===== config.mk =====
export PLATFORM = sky130hd
export DESIGN_NAME = ram64_copier_flat
export DESIGN_NICKNAME = d
export VERILOG_FILES = /design/src/rtl/ram64_copier_if.sv /design/src/rtl/ram64_copier.sv /design/src/flat_wrapper.sv
export SDC_FILE = /design/constraint.sdc
export NUM_CORES = 1
export LEC_CHECK = 0
export CORE_MARGIN = 2
export CORE_UTILIZATION = 48
export CTS_BUF_LIST = sky130_fd_sc_hd__clkbuf_4
export CTS_CLUSTER_SIZE = 30
export DETAILED_ROUTE_END_ITERATION = 10
export GPL_TIMING_DRIVEN = 0
export PLACE_DENSITY = 0.76
export SYNTH_ARGS = -nofsm -noshare
export SYNTH_HDL_FRONTEND = slang
export SYNTH_SLANG_ARGS = --single-unit
export TNS_END_PERCENT = 30

===== constraint.sdc =====
create_clock -name clk -period 2.4 [get_ports clk]
set_input_delay 0.48 -clock clk [delete_from_list [all_inputs] [get_ports clk]]
set_output_delay 0.48 -clock clk [all_outputs]
set_load 0.05 [all_outputs]

===== src/rtl/ram64_copier_if.sv =====
// Command and RAM-bus bundle for ram64_copier.
// RAM64_COPIER_CHECKSUM_EN adds the checksum signal to the bundle.
interface ram64_copier_if #(
  parameter int WIDTH = 16,
  parameter int AW    = 6
);
  logic             start;
  logic [AW-1:0]    src;
  logic [AW-1:0]    dst;
  logic [AW:0]      len;
  logic             busy;
  logic             done;
  logic [AW-1:0]    mem_address;
  logic             mem_load;
  logic [WIDTH-1:0] mem_in;
  logic [WIDTH-1:0] mem_out;
`ifdef RAM64_COPIER_CHECKSUM_EN
  logic [WIDTH-1:0] checksum;

  modport slave (
    input  start, src, dst, len, mem_out,
    output busy, done, mem_address, mem_load, mem_in, checksum
  );
  modport master (
    output start, src, dst, len, mem_out,
    input  busy, done, mem_address, mem_load, mem_in, checksum
  );
`else
  modport slave (
    input  start, src, dst, len, mem_out,
    output busy, done, mem_address, mem_load, mem_in
  );
  modport master (
    output start, src, dst, len, mem_out,
    input  busy, done, mem_address, mem_load, mem_in
  );
`endif
endinterface


===== src/rtl/ram64_copier.sv =====
// DMA-style block copier for a 64-word RAM with registered read data.
// Define RAM64_COPIER_CHECKSUM_EN to add a running sum of copied words.
module ram64_copier #(
  parameter int RD_LAT = 1,
  parameter int WIDTH  = 16,
  parameter int AW     = 6
) (
  input  logic           clk,
  input  logic           reset_n,
  ram64_copier_if.slave  bus
);

  localparam int             DEPTH     = 1 << AW;
  localparam logic [2:0]     WAIT_LAST = 3'(RD_LAT - 1);
  localparam logic [AW:0]    LEN_MAX   = (AW+1)'(DEPTH);

  typedef enum logic [2:0] {
    S_IDLE,
    S_RD,
    S_WAIT,
    S_WR,
    S_DONE
  } state_t;

  state_t           r_state;
  logic [AW-1:0]    r_src;
  logic [AW-1:0]    r_dst;
  logic [AW:0]      r_len;
  logic [AW:0]      r_count;
  logic [2:0]       r_wait;
  logic [WIDTH-1:0] r_data;
  logic [AW-1:0]    r_mem_address;
  logic             r_mem_load;
  logic             r_busy;
  logic             r_done;

  logic [AW:0]      w_len_clamped;
  logic [AW:0]      w_count_next;
  logic [AW-1:0]    w_rd_addr_next;
  logic [AW-1:0]    w_wr_addr;

  assign w_len_clamped  = (bus.len > LEN_MAX) ? LEN_MAX : bus.len;
  assign w_count_next   = r_count + 1'b1;
  // Address sums truncate to AW bits, giving the wrap from 63 to 0.
  assign w_rd_addr_next = r_src + w_count_next[AW-1:0];
  assign w_wr_addr      = r_dst + r_count[AW-1:0];

  assign bus.busy        = r_busy;
  assign bus.done        = r_done;
  assign bus.mem_address = r_mem_address;
  assign bus.mem_load    = r_mem_load;
  assign bus.mem_in      = r_data;

`ifdef RAM64_COPIER_CHECKSUM_EN
  logic [WIDTH-1:0] r_checksum;
  assign bus.checksum = r_checksum;
`endif

  // NOTE: all state and outputs use non-blocking assignments so every register
  // samples the pre-edge values; the data register is reset too because it
  // drives mem_in directly.
  always_ff @(posedge clk or negedge reset_n) begin
    if (!reset_n) begin
      r_state       <= S_IDLE;
      r_src         <= '0;
      r_dst         <= '0;
      r_len         <= '0;
      r_count       <= '0;
      r_wait        <= '0;
      r_data        <= '0;
      r_mem_address <= '0;
      r_mem_load    <= 1'b0;
      r_busy        <= 1'b0;
      r_done        <= 1'b0;
`ifdef RAM64_COPIER_CHECKSUM_EN
      r_checksum    <= '0;
`endif
    end else begin
      case (r_state)
        S_IDLE: begin
          if (bus.start) begin
            r_src   <= bus.src;
            r_dst   <= bus.dst;
            r_len   <= w_len_clamped;
            r_count <= '0;
`ifdef RAM64_COPIER_CHECKSUM_EN
            r_checksum <= '0;
`endif
            if (w_len_clamped == '0) begin
              r_state <= S_DONE;
              r_done  <= 1'b1;
            end else begin
              r_state       <= S_RD;
              r_busy        <= 1'b1;
              r_mem_address <= bus.src;
            end
          end
        end

        S_RD: begin
          r_state <= S_WAIT;
          r_wait  <= '0;
        end

        S_WAIT: begin
          if (r_wait == WAIT_LAST) begin
            r_data        <= bus.mem_out;
            r_mem_address <= w_wr_addr;
            r_mem_load    <= 1'b1;
            r_state       <= S_WR;
          end else begin
            r_wait <= r_wait + 3'd1;
          end
        end

        S_WR: begin
          r_mem_load <= 1'b0;
          r_count    <= w_count_next;
`ifdef RAM64_COPIER_CHECKSUM_EN
          r_checksum <= r_checksum + r_data;
`endif
          if (w_count_next == r_len) begin
            r_state <= S_DONE;
            r_busy  <= 1'b0;
            r_done  <= 1'b1;
          end else begin
            r_state       <= S_RD;
            r_mem_address <= w_rd_addr_next;
          end
        end

        S_DONE: begin
          r_done  <= 1'b0;
          r_state <= S_IDLE;
        end

        default: begin
          r_state    <= S_IDLE;
          r_busy     <= 1'b0;
          r_done     <= 1'b0;
          r_mem_load <= 1'b0;
        end
      endcase
    end
  end

endmodule


===== src/flat_wrapper.sv =====
// flat-port wrapper written by rule: the top's interface ports become plain ports
module ram64_copier_flat 
#(
  parameter int RD_LAT = 1,
  parameter int WIDTH  = 16,
  parameter int AW     = 6
)
  (clk, reset_n, bus_start, bus_src, bus_dst, bus_len, bus_mem_out, bus_busy, bus_done, bus_mem_address, bus_mem_load, bus_mem_in);
  ram64_copier_if #(.WIDTH(WIDTH), .AW(AW)) bus_i ();
  input  logic clk;
  input  logic reset_n;
  input wire logic [$bits(bus_i.start)-1:0] bus_start;
  input wire logic [$bits(bus_i.src)-1:0] bus_src;
  input wire logic [$bits(bus_i.dst)-1:0] bus_dst;
  input wire logic [$bits(bus_i.len)-1:0] bus_len;
  input wire logic [$bits(bus_i.mem_out)-1:0] bus_mem_out;
  output wire logic [$bits(bus_i.busy)-1:0] bus_busy;
  output wire logic [$bits(bus_i.done)-1:0] bus_done;
  output wire logic [$bits(bus_i.mem_address)-1:0] bus_mem_address;
  output wire logic [$bits(bus_i.mem_load)-1:0] bus_mem_load;
  output wire logic [$bits(bus_i.mem_in)-1:0] bus_mem_in;
  assign bus_i.start = bus_start;
  assign bus_i.src = bus_src;
  assign bus_i.dst = bus_dst;
  assign bus_i.len = bus_len;
  assign bus_i.mem_out = bus_mem_out;
  assign bus_busy = bus_i.busy;
  assign bus_done = bus_i.done;
  assign bus_mem_address = bus_i.mem_address;
  assign bus_mem_load = bus_i.mem_load;
  assign bus_mem_in = bus_i.mem_in;
  ram64_copier #(.RD_LAT(RD_LAT), .WIDTH(WIDTH), .AW(AW)) u_core (.clk(clk), .reset_n(reset_n), .bus(bus_i));
endmodule

==> flow_metrics.env, run 1 <==
export IMPL_globalplace_congestion=0.860
export IMPL_ant_nets=0
export IMPL_crit_start="u_core.r_count[0]$_DFFE_PN0P_"
export IMPL_peakVddDrop_uv=832
export IMPL_dr_pass1_iters=4
export IMPL_r2r_cells=9
export IMPL_r2r_start="u_core.r_count[0]$_DFFE_PN0P_"
export IMPL_fin_crit_ns=2.38
export IMPL_synth_top_family_by_area="simple AND/OR/NAND/NOR gates"
export IMPL_rsz0062_at_grt="yes"
export IMPL_cts_tree="built"
export IMPL_crit_path_end_kind="flip-flop"
export IMPL_synthMuxAreaShare_pct=9.00
export IMPL_synth_edf_count=0
export IMPL_clkSinkCount=57
export IMPL_grt_usage_pct=21.8
export IMPL_synth_compound_area_share_pct=11.4
export IMPL_tightest_slew_ns=0.671
export IMPL_htree_levels=3
export IMPL_drive_gt1_share_pct=21.6
export IMPL_fin_area_sq_um=4260
export IMPL_cts_root_buffer="clkbuf_4"
export IMPL_placeableCoreArea_sq_um=6310
export IMPL_grt_pass1_vias=2457
export IMPL_fin_crit_sh_pct=99.1
export IMPL_die_area_sq_um=7150
export IMPL_clk_pin_slew_ns=0.10
export IMPL_ys_ff_latch=57
export IMPL_slew_viol_final=0
export IMPL_vias_per_cell=5.30
export IMPL_wl_um=7470
export IMPL_ios=63
export IMPL_dp_hpwl_um=5270
export IMPL_synth_xor_xnor_area_share_pct=6.43
export IMPL_avgSynthCellArea_sq_um=10.1
export IMPL_crit_required_ns=2.71
export IMPL_area_growth_pct=36.7
export IMPL_final_nets=446
export IMPL_io_buffers=62
export IMPL_overflow=0
export IMPL_worstSetupPathType="flip-flop to flip-flop"
export IMPL_skew_ns=0.0121
export IMPL_mostFrequentLayoutCells="nand2_1, clkdlybuf4s50_1, dfrtp_1"
export IMPL_async_reset_ff_share_pct=100
export IMPL_crit_path_max_fanout=5
export IMPL_die_height_um=84.6
export IMPL_postCtsHoldBufs=0
export IMPL_timing_rr_end="u_core.bus.mem_address[4]$_DFFE_PN0P_"
export IMPL_synthDominantCellAreaShare_pct=45.8
export IMPL_synth_simple_gate_area_share_pct=16.7
export IMPL_setup_viol=0
export IMPL_grt_start_max_net_pins=31
export IMPL_syn_area_sq_um=3120
export IMPL_placed_cell_area_sq_um=3860
export IMPL_insertedDiodeCount=0
export IMPL_start_kind="flip-flop"
export IMPL_drt_iter0_drc=107
export IMPL_wl_per_cell_um=15.7
export IMPL_synth_net_count=360
export IMPL_slew_headroom_pct=55.3
export IMPL_fin_cells=475
export IMPL_start_util_pct=49.3
export IMPL_synth_adder_area_share_pct=6.51
export IMPL_die_w_um=84.6
export IMPL_drc_errors=0
export IMPL_clock_latency_ns=0.42
export IMPL_yosys_area_top_type="dfrtp_1"
export IMPL_rows=29
export IMPL_grt_pass1_wl_um=12100
export IMPL_vias=2518
export IMPL_synth_area_leaders="dfrtp_1, nand2_1, mux2_2, ha_1, o21ai_0"
export IMPL_hold_path_class="primary input to async pin"
export IMPL_synthCells=307
export IMPL_synth_ff_type="dfrtp_1"
export IMPL_finalSetupTns_ns=0
export IMPL_dp_slack_ns=-0.306
export IMPL_rrSetupSlack_ns=0.02
export IMPL_cts_buffers=9
export IMPL_total_power_uw=6670
export IMPL_ys_types=47
export IMPL_synth_seq_area_share_pct=45.8
export IMPL_pwr_density_cell_nw_per_um2=1570
export IMPL_yosys_warnings=0
export IMPL_antenna_found_initial=0
export IMPL_clk_path_buf_depth=2
export IMPL_final_common_cell="nand2_1"
export IMPL_arrival_ns=2.69
export IMPL_outcome="complete, no violations"
export IMPL_fmax_ghz=0.420
export IMPL_hold_viol_final=0
export IMPL_dp_cells=447
export IMPL_cap_violations=0
export IMPL_fin_ws_ns=0.0217
export IMPL_power_leakage_uw=0.00195
[cell type report]
cell class,instances,area [sq um]
Tap cell,77,96.3
Fill cell,521,2050
Inverter,14,52.6
Buffer,11,80.1
Multi-Input combinational cell,225,1660
Clock inverter,7,133
Sequential cell,57,1430
Clock buffer,9,67.6
Timing Repair Buffer,75,738
[per-layer routing]
layer | part of all wire, % | global-route usage, %
met1 | 44 | 29.3
met2 | 49 | 33.6
met3 | 5.0 | 5.41
met4 | 1.9 | 9.38
met5 | 0 | 0
[logic make-up after synthesis]
| family | after synthesis |
|---|---|
| flops | 57 |
| simple gates | 110 |
| fa+ha+maj | 15 |
| buf+inv | 25 |
| mux | 23 |
| xor+xnor | 22 |
| compound gates | 55 |
[registers in the layout, indices dropped and copies added (netlist names)]
register,cells
u_core.bus.mem_in,16
u_core.r_wait,3
u_core.bus.done,1
u_core.r_src,6
u_core.r_dst,6
u_core.r_state,3
u_core.r_len,7
u_core.bus.mem_address,6
u_core.bus.busy,1
u_core.r_count,7
u_core.bus.mem_load,1
[critical path, cell delays in order (launching register included)]
cell,delay [ns]
dfrtp_2,0.47
ha_4,0.21
xor2_4,0.24
ha_4,0.25
a21o_1,0.17
a21oi_2,0.14
xor2_1,0.17
nor2_1,0.06
a221o_2,0.30
mux2_4,0.26
[what timing repair did]
item / CTS / global route
setup buffers: 5 / 7
resized for setup: 12 / 5
setup endpoints to repair: 7 / 6
pin swaps: 1 / 13
[through the flow]
| step | util (%) | hold WS (ns) |
|---|---|---|
| 2_1_floorplan | - | 0.184 |
| 3_3_place_gp | 60.9 | 0.468 |
| 3_5_place_dp | 61.1 | 0.469 |
| 4_1_cts | 66.1 | 0.112 |
| 5_1_grt | 67.5 | 0.121 |
| 6_report | 67.5 | 0.0881 |
[worst max path at each step]
| stage | endpoint | slack, ns |
|---|---|---|
| after detailed placement | u_core.bus.mem_address[4]$_DFFE_PN0P_ | -0.31 |
| after global placement | u_core.bus.mem_load$_DFFE_PN0P_ | -0.92 |
| after global routing | u_core.bus.mem_address[5]$_DFFE_PN0P_ | -0.06 |
| after floorplan | u_core.bus.mem_address[4]$_DFFE_PN0P_ | 0.05 |
| after CTS | u_core.bus.mem_address[5]$_DFFE_PN0P_ | 0.01 |
| final | u_core.bus.mem_address[4]$_DFFE_PN0P_ | 0.02 |
[cell usage after synthesis (2+ instances only)]
| library cell | n |
|---|---|
| a211oi_1 | 4 |
| a21o_1 | 5 |
| a21oi_1 | 11 |
| a31oi_1 | 2 |
| a32oi_1 | 2 |
| and3_2 | 2 |
| buf_2 | 3 |
| buf_6 | 2 |
| clkbuf_1 | 4 |
| clkbuf_8 | 2 |
| dfrtp_1 | 57 |
| fa_1 | 2 |
| ha_1 | 13 |
| inv_1 | 14 |
| mux2_2 | 16 |
| mux2_4 | 6 |
| nand2_1 | 68 |
| nand2b_1 | 5 |
| nand3_1 | 2 |
| nand3b_1 | 6 |
| nor2_1 | 13 |
| nor3_1 | 2 |
| o21ai_0 | 21 |
| o21bai_1 | 2 |
| o31ai_1 | 2 |
| xnor2_1 | 12 |
| xor2_1 | 9 |
[power by group]
| group | internal, uW | switching [uW] |
|---|---|---|
| combinational | 1770 | 2230 |
| clock | 624 | 378 |
| sequential | 1380 | 292 |
Power figures use the tool's default switching activity.
==> run 2: changes to the inputs <==
Settings changed: CELL_PAD_IN_SITES_DETAIL_PLACEMENT set to 0, CELL_PAD_IN_SITES_GLOBAL_PLACEMENT set to 1, CORE_UTILIZATION 48 to 37, CTS_CLUSTER_SIZE 30 to not set.
==> run 2 against run 1 <==
Non-clock buffer count is 2 higher; final area is 0.15% lower; maximum frequency is 1.1% higher; wire length is 2.0% lower; combinational power hardly changed; largest power group unchanged.
==> flow_metrics.env, run 2 (same netlist as run 1, synthesis figures left out) <==
export IMPL_drive_gt1_share_pct=24.0
export IMPL_clk_path_buf_depth=2
export IMPL_fin_area_sq_um=4250
export IMPL_power_leakage_uw=0.00191
export IMPL_start_kind="flip-flop"
export IMPL_fin_crit_ns=2.35
export IMPL_fin_ws_ns=0.0484
export IMPL_pwr_density_cell_nw_per_um2=1480
export IMPL_vias=2437
export IMPL_mostFrequentLayoutCells="nand2_1, clkdlybuf4s50_1, dfrtp_1"
export IMPL_slew_headroom_pct=52.3
export IMPL_wl_per_cell_um=14.5
export IMPL_hold_path_class="primary input to async pin"
export IMPL_dp_hpwl_um=5400
export IMPL_setup_viol=0
export IMPL_skew_ns=0.0104
export IMPL_arrival_ns=2.65
export IMPL_dr_pass1_iters=4
export IMPL_wl_um=7320
export IMPL_cpMaxStageDelayCell="dfrtp_2"
export IMPL_clkSinkCount=57
export IMPL_finalSetupTns_ns=0
export IMPL_crit_required_ns=2.70
export IMPL_htree_levels=3
export IMPL_cts_root_buffer="clkbuf_4"
export IMPL_dp_slack_ns=-0.305
export IMPL_crit_top_cell="ha_4"
export IMPL_vias_per_cell=4.83
export IMPL_rows=33
export IMPL_crit_path_max_fanout=5
export IMPL_die_height_um=95.8
export IMPL_drt_iter0_drc=124
export IMPL_insertedDiodeCount=0
export IMPL_fmax_ghz=0.425
export IMPL_cts_buffers=9
export IMPL_cts_tree="built"
export IMPL_grt_usage_pct=17.6
export IMPL_outcome="complete, no violations"
export IMPL_grt_pass1_vias=2437
export IMPL_final_common_cell="nand2_1"
export IMPL_antenna_found_initial=0
export IMPL_crit_family="compound AO/OA/AOI/OAI gates"
export IMPL_ios=63
export IMPL_hold_ws_ns=0.0255
export IMPL_overflow=0
export IMPL_cap_violations=0
export IMPL_path_cells="ha_4 > xor2_4 > ha_4 > a21o_1 > a21oi_2 > xor2_1 > nor2_1 > a221o_2 > mux2_4"
export IMPL_total_power_uw=6290
export IMPL_placeableCoreArea_sq_um=8180
export IMPL_area_growth_pct=36.5
export IMPL_placed_cell_area_sq_um=3890
export IMPL_grt_pass1_wl_um=12200
export IMPL_drc_errors=0
export IMPL_slew_viol_final=0
export IMPL_cp_num_buf_inv=0
export IMPL_die_area_sq_um=9170
export IMPL_fin_crit_sh_pct=98.0
export IMPL_tightest_slew_ns=0.712
export IMPL_largest_register_ffs=16
export IMPL_peakVddDrop_uv=714
export IMPL_worstSetupPathType="flip-flop to flip-flop"
export IMPL_io_buffers=62
export IMPL_postCtsHoldBufs=0
export IMPL_ant_nets=0
export IMPL_clock_latency_ns=0.41
export IMPL_fillers=790
export IMPL_grt_start_max_net_pins=37
export IMPL_globalplace_congestion=0.810
export IMPL_final_nets=448
export IMPL_max_stage_delay_ns=0.48
export IMPL_hold_viol_final=0
export IMPL_start_util_pct=38.1
export IMPL_die_w_um=95.8
export IMPL_rsz0062_at_grt="yes"
export IMPL_clk_pin_slew_ns=0.12
export IMPL_crit_path_end_kind="flip-flop"
-- run 2: layer usage --
layer  wire length [um]  vias to the layer above  global-route usage, %
met3                275                        8                   2.66
met5                  0                        -                      0
met4                124                        0                   7.50
li1                   -                     1224                      -
met1               3580                     1158                   25.5
met2               3340                       47                   26.3
-- run 2: path summary, 6_finish.rpt --
kind	from	end	slack (ns)	depth (start not counted)
worst max-delay path	u_core.r_count[0]$_DFFE_PN0P_	u_core.bus.mem_address[4]$_DFFE_PN0P_	0.05	9
min in group clk	u_core.r_dst[4]$_DFFE_PN0P_	u_core.r_dst[4]$_DFFE_PN0P_	0.49	2
max in group asynchronous	reset_n	u_core.r_count[1]$_DFFE_PN0P_	1.79	2
worst min register to register	u_core.r_dst[4]$_DFFE_PN0P_	u_core.r_dst[4]$_DFFE_PN0P_	0.49	2
worst max register to register	u_core.r_count[0]$_DFFE_PN0P_	u_core.bus.mem_address[4]$_DFFE_PN0P_	0.05	9
worst min-delay path	reset_n	u_core.bus.mem_in[14]$_DFFE_PN0P_	0.03	1
-- run 2: where the power goes --
part	switching [uW]	total, uW	leakage, uW	internal [uW]
Clock	405	615	0.0000581	210
Combinational	2220	4010	0.00114	1800
Sequential	283	1660	0.000706	1380
-- run 2: timing repair --
action,4_1_cts,5_1_grt
gates resized for setup,12,12
pin swaps,0,18
endpoints found under the hold margin,0,0
setup endpoints to repair,6,6
setup buffers,5,9
-- run 2: area by class of cell --
cell class,instances,area (sq um),area share (%)
Sequential cell,57,1430,33.6
Multi-Input combinational cell,225,1700,40.1
Clock inverter,7,46.3,1.09
Inverter,14,52.6,1.24
Buffer,11,80.1,1.88
Clock buffer,9,67.6,1.59
Timing Repair Buffer,77,741,17.4
Tap cell,105,131,3.09
-- run 2: metrics by stage --
stage                     utilization (%)  std cells
final                                52.0        505
after global routing                 52.0        505
after CTS                            50.4        496
after detailed placement             47.6        475
after global placement               47.5        474
after floorplan                         -        307
==> run 3: changes to the inputs <==
Settings changed: CORE_UTILIZATION 37 to 44, PLACE_DENSITY 0.76 to 0.85.
Clock period 2.4 ns to 2.8 ns, I/O delays scaled along.
==> run 3 against run 2 <==
Sequential cell count unchanged; sequential power decreased by 14%; combinational power decreased by 23%; clock-buffer cell count unchanged; clock skew increased by 0.0021 ns; core utilization increased by 7.0 points; first-iteration DRC count increased by 6.5%; die area decreased by 15%; global-route usage increased by 2.3 points; highest routed layer unchanged.
==> flow_metrics.env, run 3 (same netlist as run 1, synthesis figures left out) <==
export IMPL_outcome="complete, no violations"
export IMPL_arrival_ns=2.91
export IMPL_max_stage_delay_ns=0.47
export IMPL_cap_violations=0
export IMPL_die_height_um=88.1
export IMPL_slew_viol_final=0
export IMPL_cts_setup_buffers=0
export IMPL_drc_errors=0
export IMPL_grtUsageMet3_pct=3.39
export IMPL_fillers=630
export IMPL_total_power_uw=5180
export IMPL_wl_per_cell_um=14.8
export IMPL_hold_viol_final=0
export IMPL_dr_pass1_iters=5
export IMPL_path_cells="ha_2 > xor2_2 > ha_1 > o21ai_0 > o21bai_1 > a21oi_1 > xnor2_1 > a221o_1 > mux2_4"
export IMPL_rsz0062_at_grt="no"
export IMPL_insertedDiodeCount=0
export IMPL_peakVddDrop_uv=695
export IMPL_fin_crit_ns=2.60
export IMPL_start_kind="flip-flop"
export IMPL_die_area_sq_um=7770
export IMPL_fmax_ghz=0.385
export IMPL_final_common_cell="nand2_1"
export IMPL_wl_um=7110
export IMPL_start_util_pct=45.6
export IMPL_grt_start_max_net_pins=40
export IMPL_crit_path_end_kind="flip-flop"
export IMPL_drive_gt1_share_pct=16.1
export IMPL_clock_latency_ns=0.42
export IMPL_worstSetupPathType="flip-flop to flip-flop"
export IMPL_clkSinkCount=57
export IMPL_vias_per_cell=4.99
export IMPL_final_nets=434
export IMPL_hold_path_class="primary input to async pin"
export IMPL_antenna_found_initial=0
export IMPL_dp_cells=466
export IMPL_grt_use_met1_pct=26.8
export IMPL_grt_pass1_vias=2405
export IMPL_cts_tree="built"
export IMPL_rows=30
export IMPL_drt_iter0_drc=132
export IMPL_largest_register_ffs=16
export IMPL_skew_ns=0.0125
export IMPL_cts_root_buffer="clkbuf_4"
export IMPL_overflow=0
export IMPL_slew_headroom_pct=55.1
export IMPL_die_w_um=88.1
export IMPL_htree_levels=3
export IMPL_grt_usage_pct=20.0
export IMPL_crit_required_ns=3.11
export IMPL_busiest_layer="met2"
export IMPL_clk_pin_slew_ns=0.11
export IMPL_globalRouteMet2Util_pct=31.3
export IMPL_ios=63
export IMPL_power_leakage_uw=0.00187
export IMPL_cts_buffers=9
export IMPL_fin_cells=482
export IMPL_placeableCoreArea_sq_um=6830
export IMPL_area_growth_pct=29.5
export IMPL_vias=2403
export IMPL_setup_viol=0
export IMPL_ant_nets=0
export IMPL_globalplace_congestion=0.887
export IMPL_tightest_slew_ns=0.671
export IMPL_finalSetupTns_ns=0
export IMPL_io_buffers=62
export IMPL_fin_crit_sh_pct=92.9
export IMPL_postCtsHoldBufs=0
export IMPL_dp_hpwl_um=5330
export IMPL_grt_pass1_wl_um=11600
export IMPL_pwr_density_cell_nw_per_um2=1280
export IMPL_crit_path_max_fanout=7
export IMPL_mostFrequentLayoutCells="nand2_1, clkdlybuf4s50_1, dfrtp_1"
export IMPL_cpMaxStageDelayCell="dfrtp_2"
export IMPL_cts_resized=0
export IMPL_clk_path_buf_depth=2
## run 3: cell count changes in the layout (fill, tap and decap cells not counted), sizes merged
cell      before  now
bufinv         0    2
clkinv         3    4
inv           15   14
clkinvlp       3    1
buf           21    7
## run 3: final cells by class
| cell class | count | area, sq um | area share [%] |
|---|---|---|---|
| Timing Repair Buffer | 63 | 636 | 15.8 |
| Inverter | 14 | 52.6 | 1.30 |
| Sequential cell | 57 | 1430 | 35.4 |
| Clock inverter | 7 | 85.1 | 2.11 |
| Tap cell | 96 | 120 | 2.98 |
| Clock buffer | 9 | 67.6 | 1.67 |
| Buffer | 11 | 80.1 | 1.98 |
| Multi-Input combinational cell | 225 | 1570 | 38.8 |
## run 3: power by group
part	total (uW)	switching, uW	internal [uW]
logic	3090	1790	1290
registers	1420	235	1180
clock network	680	327	353
## run 3: through the flow
| step | worst slack [ns] | util [%] | hold WS (ns) | instance area [sq um] |
|---|---|---|---|---|
| floorplan | 0.398 | - | 0.264 | 3120 |
| global placement | -0.655 | 56.4 | 0.465 | 3860 |
| detailed placement | 0.0617 | 56.7 | 0.475 | 3870 |
| CTS | 0.0106 | 58.9 | 0.0703 | 4020 |
| global route | 0.0238 | 59.1 | 0.0938 | 4040 |
| finish | 0.200 | 59.1 | 0.0710 | 4040 |
## run 3: worst max-delay path: cells and delay by family, from the launching register on
| family | cells | cell delay, ns |
|---|---|---|
| xor+xnor | 2 | 0.35 |
| mux | 1 | 0.26 |
| compound gates | 4 | 0.79 |
| fa+ha+maj | 2 | 0.62 |
| flops | 1 | 0.47 |
## run 3: per-layer routing
layer  vias to the layer above  routed length [um]
met3                        10                 337
met2                        55                3320
met4                         0                 150
met1                      1146                3300
li1                       1192                   -
met5                         -                   0
## run 3: final timing paths
path | from | to | slack (ns) | cells after the start
max in group asynchronous | reset_n | u_core.r_len[1]$_DFFE_PN0P_ | 2.15 | 2
worst min-delay path | reset_n | u_core.r_src[4]$_DFFE_PN0P_ | 0.07 | 1
worst min register to register | u_core.r_dst[0]$_DFFE_PN0P_ | u_core.r_dst[0]$_DFFE_PN0P_ | 0.49 | 2
worst max register to register | u_core.r_count[0]$_DFFE_PN0P_ | u_core.bus.mem_address[5]$_DFFE_PN0P_ | 0.20 | 9
worst max-delay path | u_core.r_count[0]$_DFFE_PN0P_ | u_core.bus.mem_address[5]$_DFFE_PN0P_ | 0.20 | 9
min in group clk | u_core.r_dst[0]$_DFFE_PN0P_ | u_core.r_dst[0]$_DFFE_PN0P_ | 0.49 | 2
